==> src/rtl/regfile_sequencer_if.sv <==
`default_nettype none
// ============================================================================
// Module      : regfile_sequencer_if
// Description : Register-file port between regfile_sequencer (master) and
//               processor (slave). The master drives register addresses,
//               write data and the operation. The slave returns the two
//               read ports.
//   rs1, rs2          5         register addresses (master -> slave)
//   rd_in             WORDSIZE  write data       (master -> slave)
//   op_code           7         operation, 0=NOP (master -> slave)
//   rs1_out, rs2_out  WORDSIZE  read data        (slave -> master)
// Revision    : 1.0 - initial release
// ============================================================================
interface regfile_sequencer_if #(
    parameter int WORDSIZE = 64
);
    logic [4:0]          rs1;
    logic [4:0]          rs2;
    logic [WORDSIZE-1:0] rd_in;
    logic [6:0]          op_code;
    logic [WORDSIZE-1:0] rs1_out;
    logic [WORDSIZE-1:0] rs2_out;

    modport master (
        output rs1, rs2, rd_in, op_code,
        input  rs1_out, rs2_out
    );

    modport slave (
        input  rs1, rs2, rd_in, op_code,
        output rs1_out, rs2_out
    );
endinterface
`default_nettype wire

==> src/rtl/regfile_sequencer.sv <==
`default_nettype none
// ============================================================================
// Module      : regfile_sequencer
// Description : Programmable initiator for the processor register-file port.
//               A program memory is written word by word while idle. A start
//               pulse runs it: each instruction is fetched, issued for one
//               cycle, waited on for RD_LATENCY cycles, and then its read data
//               is captured and added to a running checksum.
//   clk, reset          clock, asynchronous active-high reset
//   prog_we/addr/data   program write port (ignored while busy)
//   start               run request (sampled only when idle)
//   bus                 register-file port (master side)
//   busy, done          run status; done is a one-cycle pulse
//   result_a/b          last captured rs1_out/rs2_out
//   checksum            wrapping sum of all captured rs1_out + rs2_out
//   instr_count         instructions issued in the current/last run
// Revision    : 1.0 - initial release
// ============================================================================
module regfile_sequencer #(
    parameter int WORDSIZE   = 64,
    parameter int PROG_DEPTH = 16,
    parameter int RD_LATENCY = 1
) (
    input  logic                          clk,
    input  logic                          reset,
    input  logic                          prog_we,
    input  logic [$clog2(PROG_DEPTH)-1:0] prog_addr,
    input  logic [32:0]                   prog_data,
    input  logic                          start,
    regfile_sequencer_if.master           bus,
    output logic                          busy,
    output logic                          done,
    output logic [WORDSIZE-1:0]           result_a,
    output logic [WORDSIZE-1:0]           result_b,
    output logic [WORDSIZE-1:0]           checksum,
    output logic [$clog2(PROG_DEPTH):0]   instr_count
);

    localparam int AW = $clog2(PROG_DEPTH);
    localparam int LW = $clog2(RD_LATENCY + 2);
    localparam logic [LW-1:0] WAIT_LOAD = (RD_LATENCY > 0) ? LW'(RD_LATENCY - 1) : '0;
    localparam logic [AW-1:0] LAST_PC   = AW'(PROG_DEPTH - 1);

    typedef enum logic [2:0] {
        S_IDLE    = 3'd0,
        S_FETCH   = 3'd1,
        S_ISSUE   = 3'd2,
        S_WAIT    = 3'd3,
        S_CAPTURE = 3'd4,
        S_DONE    = 3'd5
    } state_t;

    state_t              state;
    logic [AW-1:0]       pc;
    logic [LW-1:0]       wait_cnt;
    logic [6:0]          op_code_q;
    logic [4:0]          rs1_q;
    logic [4:0]          rs2_q;
    logic [WORDSIZE-1:0] rd_in_q;

    // Program memory has no reset so its contents survive resets and runs.
    logic [32:0] mem [PROG_DEPTH];
    logic [32:0] fetch_word;

    assign fetch_word = mem[pc];

    // Writes only land while idle, including the cycle start is accepted,
    // so a word written alongside start is already in place for FETCH.
    always_ff @(posedge clk) begin
        if (state == S_IDLE && prog_we) begin
            mem[prog_addr] <= prog_data;
        end
    end

    assign bus.op_code = op_code_q;
    assign bus.rs1     = rs1_q;
    assign bus.rs2     = rs2_q;
    assign bus.rd_in   = rd_in_q;

    always_ff @(posedge clk or posedge reset) begin
        if (reset) begin
            state       <= S_IDLE;
            pc          <= '0;
            wait_cnt    <= '0;
            op_code_q   <= '0;
            rs1_q       <= '0;
            rs2_q       <= '0;
            rd_in_q     <= '0;
            busy        <= 1'b0;
            done        <= 1'b0;
            result_a    <= '0;
            result_b    <= '0;
            checksum    <= '0;
            instr_count <= '0;
        end else begin
            done <= 1'b0;
            case (state)
                S_IDLE: begin
                    if (start) begin
                        pc          <= '0;
                        checksum    <= '0;
                        instr_count <= '0;
                        busy        <= 1'b1;
                        state       <= S_FETCH;
                    end
                end
                S_FETCH: begin
                    // The issue registers are loaded here so the operation
                    // appears on the bus for exactly the ISSUE cycle.
                    if (fetch_word[32:26] == 7'd0) begin
                        done  <= 1'b1;
                        state <= S_DONE;
                    end else begin
                        op_code_q <= fetch_word[32:26];
                        rs1_q     <= fetch_word[25:21];
                        rs2_q     <= fetch_word[20:16];
                        rd_in_q   <= {{(WORDSIZE-16){fetch_word[15]}}, fetch_word[15:0]};
                        state     <= S_ISSUE;
                    end
                end
                S_ISSUE: begin
                    op_code_q   <= '0;
                    instr_count <= instr_count + (AW+1)'(1);
                    if (RD_LATENCY == 0) begin
                        state <= S_CAPTURE;
                    end else begin
                        wait_cnt <= WAIT_LOAD;
                        state    <= S_WAIT;
                    end
                end
                S_WAIT: begin
                    if (wait_cnt == '0) begin
                        state <= S_CAPTURE;
                    end else begin
                        wait_cnt <= wait_cnt - LW'(1);
                    end
                end
                S_CAPTURE: begin
                    result_a <= bus.rs1_out;
                    result_b <= bus.rs2_out;
                    checksum <= checksum + bus.rs1_out + bus.rs2_out;
                    if (pc == LAST_PC) begin
                        done  <= 1'b1;
                        state <= S_DONE;
                    end else begin
                        pc    <= pc + AW'(1);
                        state <= S_FETCH;
                    end
                end
                S_DONE: begin
                    busy  <= 1'b0;
                    state <= S_IDLE;
                end
                default: begin
                    state <= S_IDLE;
                end
            endcase
        end
    end

endmodule
`default_nettype wire

==> src/flat_wrapper.sv <==
// flat-port wrapper written by rule: the top's interface ports become plain ports
module regfile_sequencer_flat 
#(
    parameter int WORDSIZE   = 64,
    parameter int PROG_DEPTH = 16,
    parameter int RD_LATENCY = 1
)
  (clk, reset, prog_we, prog_addr, prog_data, start, busy, done, result_a, result_b, checksum, instr_count, bus_rs1, bus_rs2, bus_rd_in, bus_op_code, bus_rs1_out, bus_rs2_out);
  regfile_sequencer_if #(.WORDSIZE(WORDSIZE)) bus_i ();
  input  logic clk;
  input  logic reset;
  input  logic prog_we;
  input  logic [$clog2(PROG_DEPTH)-1:0] prog_addr;
  input  logic [32:0] prog_data;
  input  logic start;
  output logic busy;
  output logic done;
  output logic [WORDSIZE-1:0] result_a;
  output logic [WORDSIZE-1:0] result_b;
  output logic [WORDSIZE-1:0] checksum;
  output logic [$clog2(PROG_DEPTH):0] instr_count;
  output wire logic [$bits(bus_i.rs1)-1:0] bus_rs1;
  output wire logic [$bits(bus_i.rs2)-1:0] bus_rs2;
  output wire logic [$bits(bus_i.rd_in)-1:0] bus_rd_in;
  output wire logic [$bits(bus_i.op_code)-1:0] bus_op_code;
  input wire logic [$bits(bus_i.rs1_out)-1:0] bus_rs1_out;
  input wire logic [$bits(bus_i.rs2_out)-1:0] bus_rs2_out;
  assign bus_rs1 = bus_i.rs1;
  assign bus_rs2 = bus_i.rs2;
  assign bus_rd_in = bus_i.rd_in;
  assign bus_op_code = bus_i.op_code;
  assign bus_i.rs1_out = bus_rs1_out;
  assign bus_i.rs2_out = bus_rs2_out;
  regfile_sequencer #(.WORDSIZE(WORDSIZE), .PROG_DEPTH(PROG_DEPTH), .RD_LATENCY(RD_LATENCY)) u_core (.clk(clk), .reset(reset), .prog_we(prog_we), .prog_addr(prog_addr), .prog_data(prog_data), .start(start), .bus(bus_i), .busy(busy), .done(done), .result_a(result_a), .result_b(result_b), .checksum(checksum), .instr_count(instr_count));
endmodule
==> config.mk <==
export PLATFORM = sky130hd
export DESIGN_NAME = regfile_sequencer_flat
export DESIGN_NICKNAME = d
export VERILOG_FILES = /design/src/rtl/regfile_sequencer_if.sv /design/src/rtl/regfile_sequencer.sv /design/src/flat_wrapper.sv
export SDC_FILE = /design/constraint.sdc
export NUM_CORES = 1
export LEC_CHECK = 0
export ABC_AREA = 1
export BUFFER_PORTS_ARGS = -buffer_cell sky130_fd_sc_hd__buf_4
export CAP_MARGIN = 20
export CORE_ASPECT_RATIO = 0.8
export CORE_MARGIN = 2
export CORE_UTILIZATION = 59
export CTS_CLUSTER_DIAMETER = 150
export DETAILED_ROUTE_END_ITERATION = 12
export PLACE_DENSITY = 0.77
export SLEW_MARGIN = 30
export SYNTH_ARGS = -nofsm -noshare
export SYNTH_HDL_FRONTEND = slang
export SYNTH_SLANG_ARGS = --single-unit
==> constraint.sdc <==
create_clock -name clk -period 10.1 [get_ports clk]
set_input_delay 2.525 -clock clk [delete_from_list [all_inputs] [get_ports clk]]
set_output_delay 2.525 -clock clk [all_outputs]
set_load 0.02 [all_outputs]
==> results.json, run 1 <==
{
  "reg2reg_slack_ns": 5.74,
  "maxSlewHeadroom_pct": 35.13,
  "dieArea_um2": 63550,
  "cts.clk_slew.worst_paths_ns": 0.06,
  "drive_above_1_share_pct": 15.42,
  "clk_path_buf_depth": 3,
  "finalClockSkew_ns": 0.03250,
  "endpoint": "u_core.checksum[57]",
  "drtAntennaViolNets": 0,
  "die_h_um": 225.9,
  "setup-violations-final": 0,
  "syn_inst": 3697,
  "cts_tree": "yes",
  "cts_setup_buffers": 0,
  "synthFlopType": "edfxtp_1",
  "status": "finished, final reports clean",
  "r2r_cells": 13,
  "rsz0062_at_grt": "no",
  "dieWidth_um": 281.3,
  "async_reset_ff_share_pct": 31.34,
  "worst_r2r_endpoint": "u_core.bus.rd_in[7]",
  "antenna_found_initial": 3,
  "ios": 449,
  "fin_util_pct": 70.06,
  "maxCapViolations": 0,
  "setup_slack_ns": 5.111,
  "htree_levels": 3,
  "arrival_ns": 5.52,
  "grt_max_degree": 115,
  "cts-buffers-inserted": 75,
  "totalWireLength_um": 108000,
  "hold_class": "reg -> reg",
  "period_minus_slack_ns": 4.989,
  "area_delta_synth_final_pct": 17.74,
  "synth_warnings": 0,
  "powerDensity_nw_per_um2": 309.6,
  "seq_area_frac_synth_pct": 60.28,
  "grtUsageTotal_pct": 33.53,
  "routed-via-count": 28870,
  "dr.pass1.iters": 8,
  "finalHoldViolCount": 0,
  "drtIter0Drc": 3806,
  "layout.nets": 4354,
  "finalCritPeriodShare_pct": 49.39,
  "viasPerCell": 5.832,
  "peakVddDrop_v": 0.0001869,
  "wl_per_cell_um": 21.81,
  "start_util_pct": 59.51,
  "dp_hpwl_um": 70580,
  "cp_max_fo": 5,
  "syn_nets": 3995,
  "crit_path_end_kind": "flop",
  "grt_pass1_wl_um": 159700,
  "crit_required_ns": 10.63,
  "core_um2": 61010,
  "criticalPathCategory": "in -> reg",
  "routabilityCongestion": 1.070,
  "syn_avg_cell_area_um2": 9.820,
  "layout_common_cells": "nand2_1, edfxtp_1, buf_4, nor2_1, o21ai_0",
  "r2r_start": "u_core.pc[1]",
  "cts.sinks": 769,
  "insertion_delay_ns": 0.64,
  "setup.worst_path.start": "bus_rs2_out[23]",
  "synth_edf_count": 528,
  "grt_pass1_vias": 26471,
  "ctsResizeCount": 0,
  "start_kind": "input port",
  "leakage_nw": 18.64,
  "fmax_mhz": 200.5,
  "max_slew.worst_pin.slew_ns": 0.9730,
  "pre_cts_ws_ns": 4.628,
  "rows": 81,
  "ys_types": 40,
  "grt-ovfl-total": 0,
  "ys_seq_elements": 769,
  "drcViolationCount": 0,
  "tns_ns": 0,
  "final_common_cell": "nand2_1",
  "root_buffer": "clkbuf_16",
  "netlist_area_um2": 36300,
  "slew_violations": 0,
  "io_buffers": 448,
  "hold_buffers": 0
}
[worst max-delay path: stages]
cell and delay [ns]:
buf_4 0.12, fa_1 0.49, ha_1 0.36, nand2_1 0.18, inv_1 0.08, a21oi_1 0.22
inv_1 0.09, a21oi_1 0.49, nand3_1 0.46, nand2_1 0.25, nand3b_1 0.10, nand3_1 0.09
nand2_1 0.06
[cell usage after synthesis, types with 3 or more instances]
master       n  area share [%]
o21ai_0    324             4.5
nor2_1     450             4.7
nand2_1   1062              11
nand3b_1     8            0.17
fa_1        64             3.5
dfrtp_1    241              17
nand3_2      7            0.19
xnor2_1      7            0.17
inv_1      254             2.6
a32o_1       3           0.083
buf_1       17            0.18
ha_1        65             2.2
or2_2        3           0.052
inv_2        3           0.031
a21boi_0     5            0.10
buf_6        7            0.22
buf_2       32            0.44
a22o_1       4           0.096
a21oi_1    137             1.9
o21ai_1     38            0.52
nand3_1    132             1.8
nand4_1     12            0.21
edfxtp_1   528              44
clkbuf_1    92            0.95
o21bai_1    10            0.21
o22ai_1     53            0.91
buf_4       52             1.1
xor2_1       5            0.12
o221ai_1    52             1.3
nor3_1      14            0.19
[metrics by stage]
step	hold slack (ns)	instance area (um2)	total power [mW]	std cells
after global routing	0.4791	42740	13.94	4949
after global placement	0.4557	40080	10.03	4809
after CTS	0.4741	42720	13.13	4948
after detailed placement	0.4596	40090	10.14	4809
final	0.4696	42750	13.24	4950
after floorplan	0.4530	36300	8.038	3697
[flip-flops by register name, summed over array words and instances (netlist names)]
register	count
u_core.result_b	64
u_core.busy	1
u_core.bus.op_code	7
u_core.mem	528
u_core.state	3
u_core.result_a	64
u_core.instr_count	5
u_core.bus.rs1	5
u_core.wait_cnt	2
u_core.bus.rd_in	16
u_core.checksum	64
u_core.pc	4
u_core.bus.rs2	5
u_core.done	1
[final cells by class]
| class | instances | area, um2 |
|---|---|---|
| antenna | 2 | 5.005 |
| clock buffer | 91 | 1999 |
| clock inverter | 48 | 631.9 |
| fill | 4606 | 18270 |
| inverter | 258 | 993.5 |
| multi-input combinational | 2469 | 12540 |
| sequential | 769 | 21890 |
| tap | 830 | 1039 |
| timing repair buffer | 483 | 3645 |
[logic make-up (layout without fill, tap and decap cells)]
logic type / after synthesis / count (layout) / share of synthesized area (%)
fa+ha+maj: 129 / 129 / 5.769
compound gates: 634 / 634 / 9.695
simple gates: 1694 / 1694 / 18.39
buf+inv: 459 / 880 / 5.569
other cells: 0 / 2 / 0
flops: 769 / 769 / 60.28
xor+xnor: 12 / 12 / 0.2895
[report_power, final]
part	internal, mW	switching [mW]
logic	1.95	3.98
clock network	1.74	1.25
registers	3.87	0.446
[metal layers]
| layer | share of wire, % | track usage, % | up-vias |
|---|---|---|---|
| li1 | - | - | 13110 |
| met5 | 0.025 | 0 | - |
| met3 | 12 | 8.256 | 206 |
| met1 | 41 | 50.14 | 13880 |
| met4 | 2.8 | 9.643 | 4 |
| met2 | 44 | 48.97 | 1670 |
[worst min path at each step]
stage / startpoint / end / cells after the start
finish: u_core.result_b[31] / u_core.result_b[31] / 2
global route: u_core.result_b[41] / u_core.result_b[41] / 2
CTS: u_core.result_b[42] / u_core.result_b[42] / 2
detailed placement: u_core.result_b[26] / u_core.result_b[26] / 2
global placement: u_core.result_b[16] / u_core.result_b[16] / 2
floorplan: u_core.wait_cnt[1] / u_core.wait_cnt[1] / 2
No activity file was read; power rests on OpenSTA's default activity.
==> inputs of run 2 (changes only) <==
==> constraint.sdc (replaced) <==
create_clock -name clk -period 5.2 [get_ports clk]
set_input_delay 1.3 -clock clk [delete_from_list [all_inputs] [get_ports clk]]
set_output_delay 1.3 -clock clk [all_outputs]
set_load 0.02 [all_outputs]
==> run 2 against run 1 <==
Net effect:
- sequential cell count did not move
- count of clock-buffer cells in the layout rose by 5
- final cell count increased by 0.18%
- register-to-register slack got worse by 3.8 ns
- design area fell by 0.11%
- critical endpoint is now u_core.checksum[58]
- critical path type unchanged
- via count decreased by 1.2%
==> results.json, run 2 (synthesized netlist as in run 1, its figures left out) <==
{
  "status": "finished, final reports clean",
  "crit_path_end_kind": "flop",
  "drive_above_1_share_pct": 15.68,
  "grtUsageTotal_pct": 33.38,
  "finalClockSkew_ns": 0.01588,
  "clock_power_share_pct": 21.6,
  "max_slew.worst_pin.slew_ns": 1.041,
  "tns_ns": 0,
  "start_util_pct": 59.51,
  "layout_common_cells": "nand2_1, edfxtp_1, buf_4, nor2_1, o21ai_0",
  "placed_area_um2": 40200,
  "hold_ws_ns": 0.4715,
  "setup-violations-final": 0,
  "io_buffers": 448,
  "totalWireLength_um": 106900,
  "core_um2": 61010,
  "period_minus_slack_ns": 3.566,
  "hold_buffers": 0,
  "dp_hpwl_um": 71610,
  "finalCritPeriodShare_pct": 68.58,
  "path_cells": "buf_4 -> fa_1 -> ha_1 -> a21oi_1 -> nand2_1 -> nand2_1 -> nand2_1 -> nand2_1 -> nand2_1 -> nand2_1 -> nand3_1 -> nand2_1 -> nand3_1 -> nand3_1 -> nand2_1",
  "crit_slowest_cell": "fa_1",
  "htree_levels": 3,
  "drcViolationCount": 0,
  "dr.pass1.iters": 6,
  "root_buffer": "clkbuf_16",
  "p_switching_mw": 10.96,
  "grt-ovfl-total": 0,
  "cts_tree": "yes",
  "cts-buffers-inserted": 75,
  "r2r_cells": 13,
  "crit_required_ns": 5.71,
  "cts_setup_buffers": 0,
  "setup.worst_path.start": "bus_rs2_out[3]",
  "largest_register": "u_core.mem",
  "antenna_found_initial": 5,
  "slew_violations": 0,
  "critical_path.max_stage_delay_ns": 0.47,
  "powerDensity_nw_per_um2": 594.9,
  "r2r_start": "u_core.checksum[19]",
  "hold_class": "reg -> reg",
  "p_int_mw": 14.44,
  "leakage_nw": 18.63,
  "fill_cells": 4605,
  "final_cell_area_um2": 42700,
  "ios": 449,
  "start_kind": "input port",
  "endpoint": "u_core.checksum[58]",
  "area_delta_synth_final_pct": 17.61,
  "drtIter0Drc": 3534,
  "finalHoldViolCount": 0,
  "reg2reg_slack_ns": 1.93,
  "arrival_ns": 4.08,
  "routabilityCongestion": 1.017,
  "maxSlewHeadroom_pct": 30.59,
  "fmax_mhz": 280.4,
  "criticalPathCategory": "in -> reg",
  "clk_path_buf_depth": 3,
  "routed-via-count": 28517,
  "dieArea_um2": 63550,
  "crit_top_cell": "nand2_1",
  "grt_pass1_vias": 26149,
  "grt_pass1_wl_um": 159200,
  "layout.nets": 4361,
  "dieWidth_um": 281.3,
  "viasPerCell": 5.751,
  "die_h_um": 225.9,
  "final_common_cell": "nand2_1",
  "drtAntennaViolNets": 0,
  "maxCapViolations": 0,
  "peakVddDrop_v": 0.0004683,
  "cts.sinks": 769,
  "wl_per_cell_um": 21.56,
  "cts.clk_slew.worst_paths_ns": 0.06,
  "cp_max_fo": 5,
  "worst_r2r_endpoint": "u_core.checksum[54]",
  "largest_reg_flops": 528,
  "sequentialPowerShare_pct": 32.6,
  "rsz0062_at_grt": "no",
  "ctsResizeCount": 0,
  "grt_max_degree": 201,
  "fin_util_pct": 69.98,
  "switching_share_pct": 43.14,
  "insertion_delay_ns": 0.63,
  "rows": 81,
  "combPwrFrac_pct": 45.7
}
-- run 2: power groups by stage --
stage / Sequential (mW) / Clock [mW] / Combinational (mW)
2_1_floorplan: 9.21 / 0 / 6.40
6_report: 8.29 / 5.49 / 11.6
3_5_place_dp: 8.37 / 0 / 11.4
4_1_cts: 8.27 / 5.54 / 11.5
3_3_place_gp: 8.36 / 0 / 11.2
5_1_grt: 8.38 / 5.76 / 12.7
-- run 2: final cells by class --
type / instances / area, um2 / area share (%)
flip-flops and latches: 769 / 21890 / 51.28
multi-input cells: 2469 / 12540 / 29.38
repair buffers: 490 / 3741 / 8.762
clock buffers: 96 / 2067 / 4.841
well taps: 830 / 1039 / 2.432
inverters: 258 / 980.9 / 2.297
clock inverters: 44 / 424.2 / 0.9934
diodes: 3 / 7.507 / 0.01758
-- run 2: stage by stage --
stage | cells | total power, mW | setup WS [ns]
6_report | 4959 | 25.40 | 1.634
5_1_grt | 4958 | 26.80 | 1.504
4_1_cts | 4956 | 25.28 | 1.750
3_5_place_dp | 4816 | 19.77 | 1.101
3_3_place_gp | 4816 | 19.60 | 1.179
2_1_floorplan | 3697 | 15.61 | 0.7382
-- run 2: how the worst min path moves through the flow --
| stage | start | end | slack (ns) | cells past startpoint |
|---|---|---|---|---|
| CTS | u_core.result_b[27] | u_core.result_b[27] | 0.47 | 2 |
| global placement | u_core.result_a[19] | u_core.result_a[19] | 0.46 | 2 |
| global route | u_core.result_b[50] | u_core.result_b[50] | 0.49 | 2 |
| detailed placement | u_core.result_a[22] | u_core.result_a[22] | 0.46 | 2 |
| floorplan | u_core.wait_cnt[1] | u_core.wait_cnt[1] | 0.45 | 2 |
| finish | u_core.result_b[63] | u_core.result_b[63] | 0.47 | 2 |
-- run 2: metal layers --
layer  global-route usage (%)  routed length, um  part of all wire (%)
met5                        0                 21                 0.020
met4                    9.111               2540                   2.4
met3                    6.590              10760                    10
met2                    49.57              47670                    45
met1                    50.53              45930                    43
-- run 2: worst max-delay path, delay by kind of cell --
family                   cells  cell delay, ns
adder cells (fa/ha/maj)      2            0.84
AND/OR/NAND/NOR             11            1.60
AO/OA/AOI/OAI                1            0.17
buffers and inverters        1            0.13
